==> src/rtl/m_move_search_ctrl_pkg.sv <==
// ---------------------------------------------------------------------------
// m_move_search_ctrl_pkg
// Shared board geometry, FSM state encoding and small index helpers for the
// Connect-Four move search slice (controller, drop-piece, evaluation).
// Board layout: bit r*FIELD_W+c is row r (0 = bottom), column c.
// Optional build macro used by the controller: SEARCH_CENTER_TIEBREAK_EN.
// ---------------------------------------------------------------------------
package m_move_search_ctrl_pkg;

    localparam int FIELD_W    = 7;
    localparam int FIELD_H    = 6;
    localparam int FIELD_SIZE = FIELD_W * FIELD_H;
    localparam int IDX_W      = $clog2(FIELD_SIZE);

    localparam logic [2:0] NO_COL     = 3'd7;
    localparam logic [2:0] CENTER_COL = 3'd3;

    typedef enum logic [1:0] {
        ST_IDLE = 2'd0,
        ST_SET  = 2'd1,
        ST_CMP  = 2'd2,
        ST_DONE = 2'd3
    } search_state_e;

    // Flat bit index of (row, col); callers keep row/col inside the board.
    function automatic logic [IDX_W-1:0] cell_idx(input int row, input int col);
        return IDX_W'(row * FIELD_W + col);
    endfunction

    // Distance of a column from the board centre.
    function automatic logic [2:0] center_dist(input logic [2:0] col);
        logic [2:0] d;
        if (col >= CENTER_COL) begin
            d = col - CENTER_COL;
        end else begin
            d = CENTER_COL - col;
        end
        return d;
    endfunction

endpackage

==> src/rtl/m_evaluation_func.sv <==
// ---------------------------------------------------------------------------
// m_evaluation_func
// Combinational static board evaluation from the point of view of "me":
// each own stone +1, each horizontally adjacent own pair +8, and the same
// terms negated for the opponent.
//   i_me_field / i_op_field : stone fields, standard layout
//   o_score                 : signed score, SCORE_W bits
// ---------------------------------------------------------------------------
module m_evaluation_func
    import m_move_search_ctrl_pkg::*;
#(
    parameter int SCORE_W = 16
) (
    input  logic [FIELD_SIZE-1:0]     i_me_field,
    input  logic [FIELD_SIZE-1:0]     i_op_field,
    output logic signed [SCORE_W-1:0] o_score
);

    localparam logic signed [SCORE_W-1:0] STONE_WT = SCORE_W'(1);
    localparam logic signed [SCORE_W-1:0] PAIR_WT  = SCORE_W'(8);

    logic signed [SCORE_W-1:0] acc_s;

    // Accumulate stone and pair terms over the whole board.
    always_comb begin
        acc_s = '0;
        for (int r = 0; r < FIELD_H; r++) begin
            for (int c = 0; c < FIELD_W; c++) begin
                if (i_me_field[cell_idx(r, c)]) begin
                    acc_s = acc_s + STONE_WT;
                end else begin
                    acc_s = acc_s;
                end
                if (i_op_field[cell_idx(r, c)]) begin
                    acc_s = acc_s - STONE_WT;
                end else begin
                    acc_s = acc_s;
                end
            end
            for (int c = 0; c < FIELD_W - 1; c++) begin
                if (i_me_field[cell_idx(r, c)] && i_me_field[cell_idx(r, c + 1)]) begin
                    acc_s = acc_s + PAIR_WT;
                end else begin
                    acc_s = acc_s;
                end
                if (i_op_field[cell_idx(r, c)] && i_op_field[cell_idx(r, c + 1)]) begin
                    acc_s = acc_s - PAIR_WT;
                end else begin
                    acc_s = acc_s;
                end
            end
        end
        o_score = acc_s;
    end

endmodule

==> src/rtl/m_move_search_ctrl_drop_piece.sv <==
// ---------------------------------------------------------------------------
// m_drop_piece
// Combinational gravity drop: sets the lowest empty cell of a column in the
// own field. Shared with the game-control FSM for human moves.
//   occ        : occupancy (me | op)
//   own_field  : stones of the player that drops
//   col        : target column 0..6 (7 yields an illegal, unchanged result)
//   cand_field : own_field plus the dropped stone
//   legal      : top cell of the column is empty
// ---------------------------------------------------------------------------
module m_drop_piece
    import m_move_search_ctrl_pkg::*;
(
    input  logic [FIELD_SIZE-1:0] occ,
    input  logic [FIELD_SIZE-1:0] own_field,
    input  logic [2:0]            col,
    output logic [FIELD_SIZE-1:0] cand_field,
    output logic                  legal
);

    logic placed_s;

    // Scan the column bottom-up and set the first empty cell.
    always_comb begin
        cand_field = own_field;
        legal      = 1'b0;
        placed_s   = 1'b0;
        if (col < 3'(FIELD_W)) begin
            legal = ~occ[cell_idx(FIELD_H - 1, int'(col))];
            for (int r = 0; r < FIELD_H; r++) begin
                if (!placed_s && !occ[cell_idx(r, int'(col))]) begin
                    cand_field[cell_idx(r, int'(col))] = 1'b1;
                    placed_s = 1'b1;
                end else begin
                    placed_s = placed_s;
                end
            end
        end else begin
            legal = 1'b0;
        end
    end

endmodule

==> src/rtl/m_move_search_ctrl.sv <==
// ---------------------------------------------------------------------------
// m_move_search_ctrl
// Greedy one-ply move search: on i_start snapshots both fields, drops "me"
// into each column in turn, evaluates every legal candidate and reports the
// best column. Fixed 15-cycle latency from the start edge to o_done.
//   i_clk, i_rst      : clock, synchronous active-high reset
//   i_start           : start request, honoured only in IDLE
//   i_me_field        : own stones
//   i_op_field        : opponent stones
//   o_busy            : search in progress (SET/CMP)
//   o_done            : one-cycle result-valid pulse
//   o_valid_move      : a legal column existed
//   o_best_col        : chosen column, 7 if none
//   o_best_score      : score of the chosen column (most negative if none)
// Build macro SEARCH_CENTER_TIEBREAK_EN: equal scores prefer columns closer to
// the centre; otherwise the lowest column wins ties.
// ---------------------------------------------------------------------------
module m_move_search_ctrl
    import m_move_search_ctrl_pkg::*;
#(
    parameter int SCORE_W = 16,
    parameter int NCOL    = FIELD_W
) (
    input  logic                      i_clk,
    input  logic                      i_rst,
    input  logic                      i_start,
    input  logic [FIELD_SIZE-1:0]     i_me_field,
    input  logic [FIELD_SIZE-1:0]     i_op_field,
    output logic                      o_busy,
    output logic                      o_done,
    output logic                      o_valid_move,
    output logic [2:0]                o_best_col,
    output logic signed [SCORE_W-1:0] o_best_score
);

    localparam logic signed [SCORE_W-1:0] SCORE_MIN = {1'b1, {(SCORE_W-1){1'b0}}};
    localparam logic [2:0]                LAST_COL  = 3'(NCOL - 1);

    search_state_e             state_r, state_nx_s;
    logic [2:0]                col_r;
    logic [FIELD_SIZE-1:0]     me_snap_r, op_snap_r;
    logic [FIELD_SIZE-1:0]     eval_me_r, eval_op_r;
    logic                      legal_r;
    logic signed [SCORE_W-1:0] best_score_r;
    logic [2:0]                best_col_r;
    logic                      found_r;
    logic                      busy_r, done_r, valid_r;
    logic [2:0]                out_col_r;
    logic signed [SCORE_W-1:0] out_score_r;

    logic [FIELD_SIZE-1:0]     cand_s;
    logic                      legal_s;
    logic signed [SCORE_W-1:0] score_s;
    logic                      better_s;

    m_drop_piece u_drop (
        .occ        (me_snap_r | op_snap_r),
        .own_field  (me_snap_r),
        .col        (col_r),
        .cand_field (cand_s),
        .legal      (legal_s)
    );

    m_evaluation_func #(.SCORE_W(SCORE_W)) u_eval (
        .i_me_field (eval_me_r),
        .i_op_field (eval_op_r),
        .o_score    (score_s)
    );

    // FSM state register.
    always_ff @(posedge i_clk) begin
        if (i_rst) begin
            state_r <= ST_IDLE;
        end else begin
            state_r <= state_nx_s;
        end
    end

    // FSM next-state logic.
    always_comb begin
        state_nx_s = ST_IDLE;
        case (state_r)
            ST_IDLE: begin
                if (i_start) begin
                    state_nx_s = ST_SET;
                end else begin
                    state_nx_s = ST_IDLE;
                end
            end
            ST_SET:  state_nx_s = ST_CMP;
            ST_CMP: begin
                if (col_r == LAST_COL) begin
                    state_nx_s = ST_DONE;
                end else begin
                    state_nx_s = ST_SET;
                end
            end
            ST_DONE: state_nx_s = ST_IDLE;
            default: state_nx_s = ST_IDLE;
        endcase
    end

    // Does the current candidate replace the running best?
    always_comb begin
        better_s = 1'b0;
        if (legal_r) begin
            if (!found_r) begin
                better_s = 1'b1;
            end else if (score_s > best_score_r) begin
                better_s = 1'b1;
`ifdef SEARCH_CENTER_TIEBREAK_EN
            end else if ((score_s == best_score_r) &&
                         (center_dist(col_r) < center_dist(best_col_r))) begin
                better_s = 1'b1;
`endif
            end else begin
                better_s = 1'b0;
            end
        end else begin
            better_s = 1'b0;
        end
    end

    // Search datapath and registered result outputs.
    always_ff @(posedge i_clk) begin
        if (i_rst) begin
            col_r        <= 3'd0;
            me_snap_r    <= '0;
            op_snap_r    <= '0;
            eval_me_r    <= '0;
            eval_op_r    <= '0;
            legal_r      <= 1'b0;
            best_score_r <= SCORE_MIN;
            best_col_r   <= NO_COL;
            found_r      <= 1'b0;
            busy_r       <= 1'b0;
            done_r       <= 1'b0;
            valid_r      <= 1'b0;
            out_col_r    <= NO_COL;
            out_score_r  <= '0;
        end else begin
            done_r <= 1'b0;
            busy_r <= (state_nx_s == ST_SET) || (state_nx_s == ST_CMP);
            case (state_r)
                ST_IDLE: begin
                    if (i_start) begin
                        me_snap_r    <= i_me_field;
                        op_snap_r    <= i_op_field;
                        col_r        <= 3'd0;
                        best_score_r <= SCORE_MIN;
                        best_col_r   <= NO_COL;
                        found_r      <= 1'b0;
                    end
                end
                ST_SET: begin
                    eval_me_r <= cand_s;
                    eval_op_r <= op_snap_r;
                    legal_r   <= legal_s;
                end
                ST_CMP: begin
                    if (better_s) begin
                        best_score_r <= score_s;
                        best_col_r   <= col_r;
                        found_r      <= 1'b1;
                    end
                    if (col_r != LAST_COL) begin
                        col_r <= col_r + 3'd1;
                    end
                end
                ST_DONE: begin
                    done_r      <= 1'b1;
                    valid_r     <= found_r;
                    out_col_r   <= found_r ? best_col_r : NO_COL;
                    out_score_r <= found_r ? best_score_r : SCORE_MIN;
                end
                default: begin
                    done_r <= 1'b0;
                end
            endcase
        end
    end

    assign o_busy       = busy_r;
    assign o_done       = done_r;
    assign o_valid_move = valid_r;
    assign o_best_col   = out_col_r;
    assign o_best_score = out_score_r;

endmodule
==> config.mk <==
export PLATFORM = sky130hd
export DESIGN_NAME = m_move_search_ctrl
export DESIGN_NICKNAME = d
export VERILOG_FILES = /design/src/rtl/m_move_search_ctrl_pkg.sv /design/src/rtl/m_evaluation_func.sv /design/src/rtl/m_move_search_ctrl_drop_piece.sv /design/src/rtl/m_move_search_ctrl.sv
export SDC_FILE = /design/constraint.sdc
export NUM_CORES = 1
export LEC_CHECK = 0
export BUFFER_PORTS_ARGS = -buffer_cell sky130_fd_sc_hd__buf_2
export CAP_MARGIN = 0
export CORE_AREA = 2 2 474 476
export DETAILED_ROUTE_END_ITERATION = 7
export DIE_AREA = 0 0 476 478
export GPL_TIMING_DRIVEN = 0
export PLACE_DENSITY = 0.47
export SYNTH_ARGS = -nofsm -noshare
export SYNTH_HDL_FRONTEND = slang
export SYNTH_SLANG_ARGS = --single-unit
==> constraint.sdc <==
create_clock -name i_clk -period 93.6 [get_ports i_clk]
set_input_delay 4.68 -clock i_clk [delete_from_list [all_inputs] [get_ports i_clk]]
set_output_delay 4.68 -clock i_clk [all_outputs]
set_load 0.005 [all_outputs]
==> metrics.yaml <==
run_status: "completed"
dp_hpwl_mm: 195.1
first_pass_iters: 6
antenna_found_initial: 3
crit_slowest_cell: "nor3b_1"
start_util_pct: 33.77
multi_input_area_um2: 68400
fin_nets: 10720
period_needed_ps: 60720
place.gp.congestion: 0.8728
yosysSeqAreaShare_pct: 5.738
setup_viol: 0
startpoint_type: "flip-flop"
clockBufferDepth: 3
grt_pass1_vias: 69780
final_cell_mix: "1415 x nand2_1, 1079 x xnor2_1, 973 x nor2_1, 577 x a21oi_1, 535 x xor2_1"
grt_util_all_layers_pct: 19.59
synth_fp_nets: 10580
drive_gt1_share_pct: 7.175
core_um2: 223200
rsz0062_at_grt: "false"
ys_warn_count: 0
die_area_um2: 227500
grt_max_degree: 14
hold_class: "flip-flop to flip-flop"
synth_ff_type: "dfxtp_1"
cp-end-kind: "flip-flop"
io_pins: 109
period_share_pct: 64.87
avgSynthCellArea_um2: 7.308
ys_async_sr_fraction_pct: 0
fin_skew_ps: 12.89
area_delta_synth_final_pct: 6.800
wl_per_cell_um: 17.28
drc: 0
worst_slew_pin_slew_ps: 1273
postSynthCellCount: 10310
required_ps: 94100
drtIter0Drc: 4056
worstSetupPathType: "flip-flop to flip-flop"
rows: 174
num_vias: 73180
maxSlewViolCount: 0
tns_ps: 0
via_per_inst: 5.437
clock-sinks: 216
ant_nets: 0
cts_setup_buffers: 0
die_h_um: 478
cts-htree-levels: 1
cts.repair.resized: 0
final_common_cell: "nand2_1"
syn_area_um2: 75360
regArea_um2: 4324
worstPathArrival_ps: 61220
postCtsHoldBufs: 0
max_cap_viol_count: 0
io_buffers: 107
synth_seq_cells: 216
grt_pass1_wl_mm: 374.4
wirelength_mm: 232.6
cts_tree: "built"
synth_edf_count: 0
clk_pin_slew_ps: 70
critPathBufInv: 16
fillers: 23940
ys_types: 155
critPathMaxStageDelay_ps: 820
crit_top_cell: "ha_1"
relSlewSlack_pct: 13.96
insertion_delay_ps: 580
critical-path-top-delay-family: "adder cells"
hold_viol: 0
max_freq_mhz: 16.47
worstPathMaxFanout: 10
numCtsBuffers: 25
r2r_setup_slack_ps: 32880
root_buffer: "clkbuf_16"
grt-ovfl-total: 0
die_w_um: 476
-- metal layers --
metal / wire, um / track usage [%] / vias up
met1: 107900 / 25.80 / 34700
met5: 0 / 0 / -
met2: 110000 / 34.15 / 1091
li1: - / - / 37200
met3: 5458 / 0.5601 / 194
met4: 9280 / 6.779 / 0
-- tightest hold or removal path: stages (launching register included) --
cell and delay [ps]:
dfxtp_1 320, nand2_1 60, a21oi_1 50
-- through the flow --
stage | hold WS, ps | utilization [%] | worst slack [ps] | cell area (um^2) | cells
floorplan | 445.5 | - | 41250 | 75360 | 10310
global placement | 455.8 | 35.69 | 33690 | 79640 | 13410
detailed placement | 462.0 | 35.69 | 33370 | 79650 | 13410
CTS | 472.8 | 36.06 | 33070 | 80470 | 13460
global route | 496.7 | 36.07 | 27480 | 80480 | 13460
finish | 468.1 | 36.07 | 32880 | 80490 | 13460
-- registers in the layout (all words and copies together), names as in the netlist, 3 cells and up --
name          cells
best_col_r        3
best_score_r     16
col_r             3
eval_me_r        42
eval_op_r        42
me_snap_r        42
o_best_col        3
o_best_score     16
op_snap_r        42
-- cell type report --
cell class,count,share of cell area (%)
Multi-Input combinational cell,9446,84.99
Sequential cell,216,5.372
Tap cell,2992,4.651
Buffer,350,1.887
Inverter,301,1.404
Clock buffer,32,0.8597
Timing Repair Buffer,108,0.6716
Clock inverter,14,0.1617
Antenna cell,2,0.006218
-- cell usage after synthesis (all sizes together) (45+ instances only) --
library cell / n / area [um^2]
a211oi: 90 / 710.7
a21o: 52 / 392.9
a21oi: 582 / 2932
a22oi: 47 / 352.8
a31oi: 152 / 957.2
and2: 238 / 1490
and3: 184 / 1155
buf: 81 / 481.7
clkbuf: 268 / 1027
dfxtp: 216 / 4324
ha: 181 / 2265
inv: 299 / 1122
mux2: 58 / 656.9
mux2i: 249 / 2500
nand2: 1416 / 5323
nand2b: 166 / 1041
nand3: 380 / 1924
nand3b: 73 / 548.0
nand4: 126 / 788.3
nor2: 976 / 3676
nor2b: 153 / 957.2
nor3: 418 / 2118
nor3b: 126 / 977.2
nor4: 97 / 680.7
o211ai: 76 / 595.6
o21a: 45 / 337.8
o21ai: 382 / 1927
o22ai: 70 / 444.2
o31ai: 69 / 533.0
or2: 115 / 724.4
or3: 118 / 739.5
xnor2: 1163 / 11110
xnor3: 306 / 6983
xor2: 570 / 5334
xor3: 72 / 1740
-- path summary, 6_finish.rpt --
kind / from / to / depth (start not counted)
hold / removal: o_best_score[7] / o_best_score[7] / 2
setup reg to reg: eval_me_r[0] / best_score_r[8] / 271
setup / recovery: eval_me_r[0] / best_score_r[8] / 271
hold reg to reg: o_best_score[7] / o_best_score[7] / 2
-- cell families after synthesis --
| family | Yosys count | synth area share [%] |
|---|---|---|
| xor gates and xnor gates | 2111 | 33.39 |
| muxes | 318 | 4.518 |
| DFF | 216 | 5.738 |
| AOI/OAI and AO/OA | 2041 | 17.98 |
| buffers and inverters | 651 | 3.515 |
| adders and majority gates | 186 | 3.085 |
| and+or+nand+nor | 4790 | 31.77 |
Power is left out: the tool's default activity adds up to more than one toggle a clock period on the data nets, which glitch-free logic cannot reach.
